## config.mk

```make
export PLATFORM = sky130hd
export DESIGN_NAME = move_sequencer_flat
export DESIGN_NICKNAME = d
export VERILOG_FILES = /design/src/rtl/move_sequencer_pkg.sv /design/src/rtl/move_sequencer_if.sv /design/src/rtl/move_sequencer_done_collector.sv /design/src/rtl/move_sequencer.sv /design/src/flat_wrapper.sv
export SDC_FILE = /design/constraint.sdc
export NUM_CORES = 1
export LEC_CHECK = 0
export ABC_AREA = 1
export ABC_CLOCK_PERIOD_IN_PS = 3400
export BUFFER_PORTS_ARGS = -buffer_cell sky130_fd_sc_hd__buf_2
export CAP_MARGIN = 20
export CORE_AREA = 4 4 109 111
export CTS_CLUSTER_DIAMETER = 40
export DETAILED_ROUTE_END_ITERATION = 10
export DIE_AREA = 0 0 113 115
export RECOVER_POWER = 25
export SLEW_MARGIN = 25
export SYNTH_ARGS = -nofsm -noshare
export SYNTH_HDL_FRONTEND = slang
export SYNTH_SLANG_ARGS = --single-unit
```

## constraint.sdc

```tcl
create_clock -name clk -period 3.4 [get_ports clk]
set_input_delay 0.17 -clock clk [delete_from_list [all_inputs] [get_ports clk]]
set_output_delay 0.17 -clock clk [all_outputs]
set_load 0.005 [all_outputs]
```

## src/rtl/move_sequencer_pkg.sv

```systemverilog
// Shared types and constants for the move sequencer slice.
package move_seq_pkg;

    localparam int unsigned N_AXES_DEFAULT = 5;
    localparam int unsigned TIMEOUT_W      = 32;

    localparam int unsigned AX_X  = 0;
    localparam int unsigned AX_Y  = 1;
    localparam int unsigned AX_Z  = 2;
    localparam int unsigned AX_E0 = 3;
    localparam int unsigned AX_E1 = 4;

    typedef enum logic [2:0] {
        IDLE,
        CALC,
        SELECT,
        EXEC,
        DONE,
        ABORT
    } seq_state_t;

endpackage

```

## src/rtl/move_sequencer_if.sv

```systemverilog
// Command, phase-start/done and status signals between the sequencer and its neighbours.
interface move_sequencer_if
    import move_seq_pkg::*;
#(
    parameter int unsigned N_AXES = N_AXES_DEFAULT,
    parameter int unsigned CNT_W  = 16
) ();

    logic              cmd_valid;
    logic              cmd_ready;
    logic [N_AXES-1:0] cmd_axis_mask;
    logic              abort;
    logic              calc_start;
    logic [N_AXES-1:0] calc_done;
    logic              sel_start;
    logic              sel_finish;
    logic [N_AXES-1:0] exec_start;
    logic [N_AXES-1:0] exec_done;
    logic              busy;
    logic              move_done;
    logic              timeout_err;
    logic [CNT_W-1:0]  move_count;

    // Sequencer side
    modport master (
        input  cmd_valid, cmd_axis_mask, abort, calc_done, sel_finish, exec_done,
        output cmd_ready, calc_start, sel_start, exec_start, busy, move_done,
               timeout_err, move_count
    );

    // Command source, calculators, selector and step generators
    modport slave (
        output cmd_valid, cmd_axis_mask, abort, calc_done, sel_finish, exec_done,
        input  cmd_ready, calc_start, sel_start, exec_start, busy, move_done,
               timeout_err, move_count
    );

endinterface

```

## src/rtl/move_sequencer_done_collector.sv

```systemverilog
// Sticky per-axis completion tracker; all_done_c includes this cycle's done bits.
module done_collector
    import move_seq_pkg::*;
#(
    parameter int unsigned N_AXES = N_AXES_DEFAULT
) (
    input  logic              clk,
    input  logic              reset,
    input  logic              clear_i,
    input  logic              enable_i,
    input  logic [N_AXES-1:0] done_i,
    input  logic [N_AXES-1:0] mask_i,
    output logic              all_done_c
);

    logic [N_AXES-1:0] sticky_q;
    logic [N_AXES-1:0] sticky_d;

    always_comb begin
        sticky_d = sticky_q;
        if (clear_i) begin
            sticky_d = '0;
        end else if (enable_i) begin
            sticky_d = sticky_q | (done_i & mask_i);
        end
    end

    always_ff @(posedge clk) begin
        if (reset) begin
            sticky_q <= '0;
        end else begin
            sticky_q <= sticky_d;
        end
    end

    assign all_done_c = ((sticky_q | done_i) & mask_i) == mask_i;

endmodule

```

## src/rtl/move_sequencer.sv

```systemverilog
// Sequences one move through calc -> select -> exec, holding level starts for the move's lifetime.
module move_sequencer
    import move_seq_pkg::*;
#(
    parameter int unsigned          N_AXES         = N_AXES_DEFAULT,
    parameter logic [TIMEOUT_W-1:0] TIMEOUT_CYCLES = 32'd50_000_000,
    parameter int unsigned          CNT_W          = 16
) (
    input  logic                    clk,
    input  logic                    reset,
    move_sequencer_if.master        bus
);

    seq_state_t           state_q, state_d;
    logic [N_AXES-1:0]    mask_q, mask_d;
    logic [TIMEOUT_W-1:0] wdog_q, wdog_d;
    logic [CNT_W-1:0]     count_q, count_d;

    logic                 cmd_ready_q, busy_q, calc_start_q, sel_start_q;
    logic                 move_done_q, timeout_err_q;
    logic [N_AXES-1:0]    exec_start_q;

    logic                 accept_c, in_phase_c, wdog_expired_c, timeout_c;
    logic                 calc_all_done_c, exec_all_done_c;

    done_collector #(.N_AXES(N_AXES)) u_calc_collect (
        .clk        (clk),
        .reset      (reset),
        .clear_i    (state_q != CALC),
        .enable_i   (state_q == CALC),
        .done_i     (bus.calc_done),
        .mask_i     (mask_q),
        .all_done_c (calc_all_done_c)
    );

    done_collector #(.N_AXES(N_AXES)) u_exec_collect (
        .clk        (clk),
        .reset      (reset),
        .clear_i    (state_q != EXEC),
        .enable_i   (state_q == EXEC),
        .done_i     (bus.exec_done),
        .mask_i     (mask_q),
        .all_done_c (exec_all_done_c)
    );

    assign accept_c       = bus.cmd_valid && cmd_ready_q;
    assign in_phase_c     = state_q inside {CALC, SELECT, EXEC};
    assign wdog_expired_c = wdog_q == (TIMEOUT_CYCLES - TIMEOUT_W'(1));

    // Next state: abort beats phase exit, phase exit beats watchdog
    always_comb begin
        state_d   = state_q;
        mask_d    = mask_q;
        timeout_c = 1'b0;
        case (state_q)
            IDLE: begin
                if (accept_c) begin
                    mask_d  = bus.cmd_axis_mask;
                    state_d = (bus.cmd_axis_mask == '0) ? DONE : CALC;
                end
            end
            CALC: begin
                if (calc_all_done_c) begin
                    state_d = SELECT;
                end else if (wdog_expired_c) begin
                    state_d   = ABORT;
                    timeout_c = 1'b1;
                end
            end
            SELECT: begin
                if (bus.sel_finish) begin
                    state_d = EXEC;
                end else if (wdog_expired_c) begin
                    state_d   = ABORT;
                    timeout_c = 1'b1;
                end
            end
            EXEC: begin
                if (exec_all_done_c) begin
                    state_d = DONE;
                end else if (wdog_expired_c) begin
                    state_d   = ABORT;
                    timeout_c = 1'b1;
                end
            end
            DONE:    state_d = IDLE;
            ABORT:   state_d = IDLE;
            default: state_d = IDLE;
        endcase
        if (in_phase_c && bus.abort) begin
            state_d   = ABORT;
            timeout_c = 1'b0;
        end
        wdog_d  = ((state_d != state_q) || !in_phase_c) ? '0 : wdog_q + TIMEOUT_W'(1);
        count_d = (state_d == DONE) ? count_q + CNT_W'(1) : count_q;
    end

    // Outputs are decoded from the next state so they line up with the state register
    always_ff @(posedge clk) begin
        if (reset) begin
            state_q       <= IDLE;
            mask_q        <= '0;
            wdog_q        <= '0;
            count_q       <= '0;
            cmd_ready_q   <= 1'b0;
            busy_q        <= 1'b0;
            calc_start_q  <= 1'b0;
            sel_start_q   <= 1'b0;
            exec_start_q  <= '0;
            move_done_q   <= 1'b0;
            timeout_err_q <= 1'b0;
        end else begin
            state_q       <= state_d;
            mask_q        <= mask_d;
            wdog_q        <= wdog_d;
            count_q       <= count_d;
            cmd_ready_q   <= state_d == IDLE;
            busy_q        <= state_d != IDLE;
            calc_start_q  <= state_d inside {CALC, SELECT, EXEC};
            sel_start_q   <= state_d inside {SELECT, EXEC};
            exec_start_q  <= (state_d == EXEC) ? mask_d : '0;
            move_done_q   <= state_d == DONE;
            timeout_err_q <= timeout_c;
        end
    end

    assign bus.cmd_ready   = cmd_ready_q;
    assign bus.busy        = busy_q;
    assign bus.calc_start  = calc_start_q;
    assign bus.sel_start   = sel_start_q;
    assign bus.exec_start  = exec_start_q;
    assign bus.move_done   = move_done_q;
    assign bus.timeout_err = timeout_err_q;
    assign bus.move_count  = count_q;

endmodule

```

## src/flat_wrapper.sv

```systemverilog
// flat-port wrapper written by rule: the top's interface ports become plain ports
module move_sequencer_flat import move_seq_pkg::*;
#(
    parameter int unsigned          N_AXES         = N_AXES_DEFAULT,
    parameter logic [TIMEOUT_W-1:0] TIMEOUT_CYCLES = 32'd50_000_000,
    parameter int unsigned          CNT_W          = 16
)
  (clk, reset, bus_cmd_valid, bus_cmd_axis_mask, bus_abort, bus_calc_done, bus_sel_finish, bus_exec_done, bus_cmd_ready, bus_calc_start, bus_sel_start, bus_exec_start, bus_busy, bus_move_done, bus_timeout_err, bus_move_count);
  move_sequencer_if #(.N_AXES(N_AXES), .CNT_W(CNT_W)) bus_i ();
  input  logic clk;
  input  logic reset;
  input wire logic [$bits(bus_i.cmd_valid)-1:0] bus_cmd_valid;
  input wire logic [$bits(bus_i.cmd_axis_mask)-1:0] bus_cmd_axis_mask;
  input wire logic [$bits(bus_i.abort)-1:0] bus_abort;
  input wire logic [$bits(bus_i.calc_done)-1:0] bus_calc_done;
  input wire logic [$bits(bus_i.sel_finish)-1:0] bus_sel_finish;
  input wire logic [$bits(bus_i.exec_done)-1:0] bus_exec_done;
  output wire logic [$bits(bus_i.cmd_ready)-1:0] bus_cmd_ready;
  output wire logic [$bits(bus_i.calc_start)-1:0] bus_calc_start;
  output wire logic [$bits(bus_i.sel_start)-1:0] bus_sel_start;
  output wire logic [$bits(bus_i.exec_start)-1:0] bus_exec_start;
  output wire logic [$bits(bus_i.busy)-1:0] bus_busy;
  output wire logic [$bits(bus_i.move_done)-1:0] bus_move_done;
  output wire logic [$bits(bus_i.timeout_err)-1:0] bus_timeout_err;
  output wire logic [$bits(bus_i.move_count)-1:0] bus_move_count;
  assign bus_i.cmd_valid = bus_cmd_valid;
  assign bus_i.cmd_axis_mask = bus_cmd_axis_mask;
  assign bus_i.abort = bus_abort;
  assign bus_i.calc_done = bus_calc_done;
  assign bus_i.sel_finish = bus_sel_finish;
  assign bus_i.exec_done = bus_exec_done;
  assign bus_cmd_ready = bus_i.cmd_ready;
  assign bus_calc_start = bus_i.calc_start;
  assign bus_sel_start = bus_i.sel_start;
  assign bus_exec_start = bus_i.exec_start;
  assign bus_busy = bus_i.busy;
  assign bus_move_done = bus_i.move_done;
  assign bus_timeout_err = bus_i.timeout_err;
  assign bus_move_count = bus_i.move_count;
  move_sequencer #(.N_AXES(N_AXES), .TIMEOUT_CYCLES(TIMEOUT_CYCLES), .CNT_W(CNT_W)) u_core (.clk(clk), .reset(reset), .bus(bus_i));
endmodule
```

After elaboration in Yosys (flattened, before gate mapping)

Cells that the tools add are included.

Register bits after elaboration: 77
Bits in latches: 0
Bits in writable memories: 0
Bits in read-only memories: 0
Input port bits: 20
Output and inout bits: 27
Word-level logic and storage cells: 68
Memories: 0

Add/sub/neg operators: 2
Multiply operators: 0
Divide/modulo/power cells: 0
$lt $le $gt $ge: 0
Eq/ne operators: 13
Shift-type cells: 0
Multiplexer cells: 15
Bitwise gates (word level): 9
Reduce and logical (&&, ||, !) cells: 16

Operator list:

| kind                                                                     | number |
|---|---|
| 32-bit by 1-bit adder with 32-bit output (second input constant)         | 1 |
| 32-bit by 26-bit equality test with 1-bit output (second input constant) | 1 |
| 3-bit 2-to-1 mux                                                         | 7 |
| 5-bit AND                                                                | 4 |
| 5-bit OR                                                                 | 4 |
| 16-bit by 1-bit adder with 16-bit output (second input constant)         | 1 |
| 3-bit by 2-bit equality test with 1-bit output (second input constant)   | 4 |
| 3-bit one-hot mux with 4 select lines                                    | 1 |
| 5-bit equality test                                                      | 2 |
| 5-bit 2-to-1 mux                                                         | 2 |
| 2-bit OR reduction                                                       | 5 |
| 3-bit nonzero test                                                       | 3 |
| 3-bit by 1-bit equality test with 1-bit output (second input constant)   | 2 |
| 3-bit logical NOT                                                        | 2 |
| 5-bit logical NOT                                                        | 1 |
| 1-bit 2-to-1 mux                                                         | 4 |
| 3-bit equality test (second input constant)                              | 1 |
| 3-bit by 1-bit inequality test with 1-bit output (second input constant) | 1 |
| 3-bit by 2-bit inequality test with 1-bit output (second input constant) | 1 |
| 3-bit inequality test                                                    | 1 |
| 1-bit one-hot mux with 3 select lines                                    | 1 |
| 1-bit logical AND                                                        | 2 |
| 2-bit nonzero test                                                       | 1 |
| 1-bit logical NOT                                                        | 1 |
| other kinds (2)                                                          | 2 |

Longest topological paths before layout

Depth after elaboration: 9
Depth in mapped cells: 13
Depth with buffers taken out: 13

Modules after synthesis

A second synthesis with hierarchy kept.

Cell total of the unflattened synthesis: 552
Area, all modules: 4022.6 µm²

Modules (own cells, without submodules):

| module         | times used | cells an instance | area each (µm²) | seq. area each (µm²) |
|---|---|---|---|---|
| move_sequencer | 1          | 486               | 3534.6          | 1341.3 |
| done_collector | 2          | 33                | 244.0           | 100.1 |

Worst setup path before layout

No wires, ideal clock.

Kind: flip-flop to flip-flop
Start: register u_core.wdog_q[0]
End: register u_core.wdog_q[12]
Library setup time: 0.120 ns
Arrival: 1.676 ns
Required time: 3.280 ns
Setup slack: 1.604 ns
Stages on the path, launching flop included: 14
Path buffers: 1
Clock period less this slack: 1.796 ns
Path through: dfxtp_1 > ha_1 > nand3_1 > inv_2 > nand2_1 > nor2_1 > nand2_2 > nand2_2 > nand3_4 > nand2_4 > nand2_1 > nand3_4 > buf_6 > nor3_2

Longest elaborated chain between the ends: 8
Elaborated cells on any way between the ends: 11
Those cells by class: 1 x add/sub; 2 x eq/ne; 6 x mux; 2 x reduce/logical

RTL lines:

| element                                          | line                                                             | RTL |
|---|---|---|
| start: declaration                               | move_sequencer.sv:16                                             | `logic [TIMEOUT_W-1:0] wdog_q, wdog_d;` |
| start signal: assignment                         | move_sequencer.sv:115                                            | `wdog_q <= wdog_d;` |
| 32-bit by 26-bit equality test with 1-bit output | move_sequencer.sv:48                                             | `assign wdog_expired_c = wdog_q == (TIMEOUT_CYCLES - TIMEOUT_W'(1));` |
| 3-bit 2-to-1 mux                                 | move_sequencer.sv:65, move_sequencer.sv:73, move_sequencer.sv:81 |  |
| 3-bit 2-to-1 mux (on tied branches)              | move_sequencer.sv:79, move_sequencer.sv:63, move_sequencer.sv:71 |  |
| 3-bit one-hot mux with 4 select lines            | move_sequencer.sv:55                                             | `case (state_q)` |
| 3-bit 2-to-1 mux                                 | move_sequencer.sv:90                                             | `if (in_phase_c && bus.abort) begin` |
| 3-bit inequality test                            | move_sequencer.sv:94                                             | `wdog_d = ((state_d != state_q) \|\| !in_phase_c) ? '0 : wdog_q + TIMEOUT_W'(1);` |
| 1-bit logical OR                                 | move_sequencer.sv:94                                             |  |
| 2-bit OR reduction (no source line)              | n/a                                                              |  |

Several ways; a longest one is shown, not always the timed one.
A chain may end at the register's enable or synchronous reset.

Worst setup path in the final report

Start: register u_core.wdog_q[0]
End: register u_core.wdog_q[19]

The elaborated chain is that of the path after synthesis.

==> summary.txt <==
Run status
  • Status: finished clean

Logic synthesis
  • FFs w/ async S/R, synth: 0
  • Top cells by count, synth: nand2_1, dfxtp_1, nor2_1
  • Count leader, synth: nand2_1
  • Post-synth EDFFs: 0
  • Largest cells by area after synthesis: dfxtp_1, nand2_1, nor3_2
  • Area share of the largest cell type after synthesis: 0.375
  • #FFs+latches synth: 77
  • Synth Flop Type: dfxtp_1
  • Post-Synthesis Net Count: around 560
  • Syn avg cell area: 7.58 um^2
  • Sequential-to-total area share from yosys stat: 0.375
  • Post-Syn Area: ~4000 um^2
  • Post-Syn Instances: approximately 540
  • Cell variety after synth: 31
  • Ys Warns: 0
  • Dominant cell type by area after synthesis: dfxtp_1

Setup path
  • CP Launch Type: flip-flop
  • Most frequent CP cell: nand2_1
  • Critical Path AT: ~2.7 ns
  • Max stage delay on crit path: approximately 0.4 ns
  • Worst path slowest cell: nand3_2
  • Reg2reg setup slack: between 0.9 and 1 ns
  • Crit Reg-Reg Startpoint: u_core.wdog_q[0]
  • Critical Path RT: 3.68 ns
  • Kind of critical path: flip-flop to flip-flop
  • Crit path launch: u_core.wdog_q[0]
  • Reg-to-Reg End: u_core.wdog_q[19]
  • Crit path capture: u_core.wdog_q[19]
  • CP Capture Type: flip-flop
  • Reg2Reg Depth: 13
  • Crit-path max FO: 19
  • Crit-path cells: ha_1 -> nand3_1 -> inv_2 -> nand2_1 -> nor2_1 -> nand2_2 -> nand2_1 -> nand2_1 -> nand3_2 -> nor2_4 -> nand3_2 -> buf_16 -> nor3_2

GRT
  • GRT Total Usage: 0.140
  • First-pass GRT wire length: roughly 15 mm
  • Number of global-route vias before repair: around 3,400
  • Largest net degree at the start of global routing: 33
  • Gr ovfl total: 0
  • Initial antenna violation count: 0

Timing
  • Clock skew: roughly 0.012 ns
  • Setup tns final: 0 ns
  • Tmin final: between 2 and 2.5 ns
  • RSZ-0062 raised after global routing: no
  • Slew @ Worst Pin: about 0.57 ns
  • Rel. slew slack: 0.622
  • Max Freq: about 410 MHz
  • Hold WS: between 0.05 and 0.06 ns
  • Setup-failing EPs final: 0
  • Final period util: 0.709
  • Final hold violations: 0
  • Final slew viol count: 0

Layout
  • Layout cell share with drive strength beyond 1: 0.188
  • Final nets: 609
  • Design Area, Final: approximately 4600 um^2
  • Filler instances: around 1,100
  • N_diodes: 0
  • Non-Filler Instances: around 730
  • Area grow syn2layout: 12.6%

Min path
  • Worst hold stages: 3
  • Hold Crit Class: primary input to flip-flop

Routing
  • Routed len/inst: approximately 12 um
  • Vias per Instance: approximately 4.7
  • Drt first pass iters: 4
  • Detail Route Antenna Nets: 0
  • DRC: 0
  • WL final: about 8.6 mm
  • DRT iter0 DRCs: 116
  • Detailed-route via count: around 3,500

Die
  • I/O pins: 47
  • Die W: 113 um
  • Row cnt: 38
  • Die H: between 100 and 150 um
  • Core area: approximately 11,000 um^2
  • Die area: 13,000 um^2
  • Initial core utilization: 0.381

Pwr
  • Power after layout: between 2 and 2.5 mW
  • Worst VDD drop: ~0.24 mV
  • Switching portion of total power: 0.309
  • Sequential Power Share: 0.455
  • Power Density: ~460 nW/um^2
  • Internal: around 1.5 mW
  • Leak Pwr: between 1.5 and 2 nW
  • Combinational Power Share: 0.180
  • Clock Power Share: 0.365
  • Switch Pwr: roughly 650 uW

Clock network
  • Setup Buffers After CTS: 0
  • Inserted Clock Buffers: 9
  • Post-CTS sizing: 0
  • Maximum buffer depth of the clock tree: 2
  • Worst-skew pair later-pin latency: roughly 0.37 ns
  • CTS Hold Buffers Added: 0
  • Clock-pin slew on the worst setup and hold paths: roughly 0.080 ns
  • Clock sink count: 77
  • TritonCTS clock tree: done
  • CTS H-tree lvls: 3
  • CTS root buf: clkbuf_8

Place
  • Port bufs: 46
  • Inst Count DP: slightly above 700
  • Routability Congestion: between 0.8 and 0.9
  • Detailed Place HPWL: approximately 6.4 mm
  • Dpl cell area: between 4000 and 5000 um^2

Flow run
  • Max-cap violation count: 0
## layer usage
metal / vias to the layer above / share of wire / GRT usage
li1: 1823 / - / -
met1: 1577 / 0.48 / 0.180
met2: 43 / 0.47 / 0.232
met3: 11 / 0.030 / 0.0358
met4: 0 / 0.018 / 0.0441
met5: - / 0 / 0
## final cells by class
| cell class | instances | area, um^2 | share of cell area |
|---|---|---|---|
| Multi-Input combinational cell | 386 | 2210 | 0.477 |
| Sequential cell | 77 | 1540 | 0.333 |
| Inverter | 66 | 248 | 0.0535 |
| Timing Repair Buffer | 47 | 238 | 0.0514 |
| Tap cell | 140 | 175 | 0.0378 |
| Clock buffer | 9 | 124 | 0.0268 |
| Clock inverter | 7 | 96.3 | 0.0208 |
## metrics by stage
step | util | setup WS [ns]
6_report | 0.429 | 0.990
5_1_grt | 0.429 | 0.748
4_1_cts | 0.428 | 0.685
3_5_place_dp | 0.408 | 0.702
3_3_place_gp | 0.408 | 0.810
2_1_floorplan | - | 1.60
## worst max-delay path, delay by kind of cell (launching register included)
family                     cells  cell delay [ns]
DFF                            1             0.33
adders and majority gates      1             0.22
buffers and inverters          2             0.41
and+or+nand+nor               10             1.35
## power by group through the flow
stage	Sequential (mW)	Combinational (mW)	Clock [mW]
6_report	0.959	0.380	0.771
5_1_grt	0.965	0.423	0.839
4_1_cts	0.959	0.374	0.801
3_5_place_dp	0.980	0.373	0
3_3_place_gp	0.980	0.367	0
2_1_floorplan	0.974	0.324	0
## layout by cell type (no fill, tap or decap)
cell | synthesis | final
nand2_2 | 4 | 4
nor2_2 | 4 | 4
nor2_8 | 1 | 1
o21ai_0 | 1 | 1
bufinv_16 | 0 | 2
nand4_4 | 1 | 1
nor4_1 | 5 | 5
and3b_1 | 1 | 1
nor2_1 | 71 | 71
xor2_1 | 34 | 34
a21oi_2 | 1 | 1
buf_16 | 0 | 1
nor3_2 | 33 | 33
xnor2_1 | 10 | 10
clkinv_2 | 0 | 2
inv_2 | 10 | 10
clkbuf_1 | 3 | 16
clkinv_4 | 0 | 1
nand2_4 | 1 | 1
mux2i_1 | 4 | 4
nor3_1 | 20 | 20
buf_2 | 1 | 30
nand3_1 | 35 | 35
nand4_1 | 9 | 9
clkbuf_8 | 0 | 9
nand3_4 | 2 | 2
inv_6 | 0 | 2
nand3_2 | 4 | 4
inv_1 | 56 | 56
nand4_2 | 1 | 1
nor2_4 | 2 | 2
ha_1 | 2 | 2
a21oi_1 | 28 | 28
dfxtp_1 | 77 | 77
nand2_1 | 112 | 112
## state kept, by name (all words and copies together), names as in the netlist, 3 cells and up
name and count:
u_core.wdog_q 32, u_core.bus.move_count 16, u_core.bus.exec_start 5, u_core.mask_q 5
u_core.u_calc_collect.sticky_q 5, u_core.u_exec_collect.sticky_q 5, u_core.state_q 3
## how the worst min path moves through the flow
stage	startpoint	to	slack [ns]
2_1_floorplan	bus_exec_done[1]	u_core.u_exec_collect.sticky_q[1]	0.32
3_3_place_gp	bus_exec_done[4]	u_core.u_exec_collect.sticky_q[4]	0.43
3_5_place_dp	bus_calc_done[3]	u_core.u_calc_collect.sticky_q[3]	0.44
4_1_cts	bus_exec_done[4]	u_core.u_exec_collect.sticky_q[4]	0.04
5_1_grt	bus_exec_done[2]	u_core.u_exec_collect.sticky_q[2]	0.07
6_report	bus_exec_done[4]	u_core.u_exec_collect.sticky_q[4]	0.06
## cell families (layout without fill, tap and decap cells)
logic type,Yosys count,in the layout,share of synthesized area
compound gates,30,30,0.0375
xor+xnor,44,44,0.0938
fa+ha+maj,2,2,0.00609
buf+inv,79,129,0.0880
flops,77,77,0.375
mux,4,4,0.00974
simple gates,306,306,0.390
No activity file was read; power rests on OpenSTA's default activity.
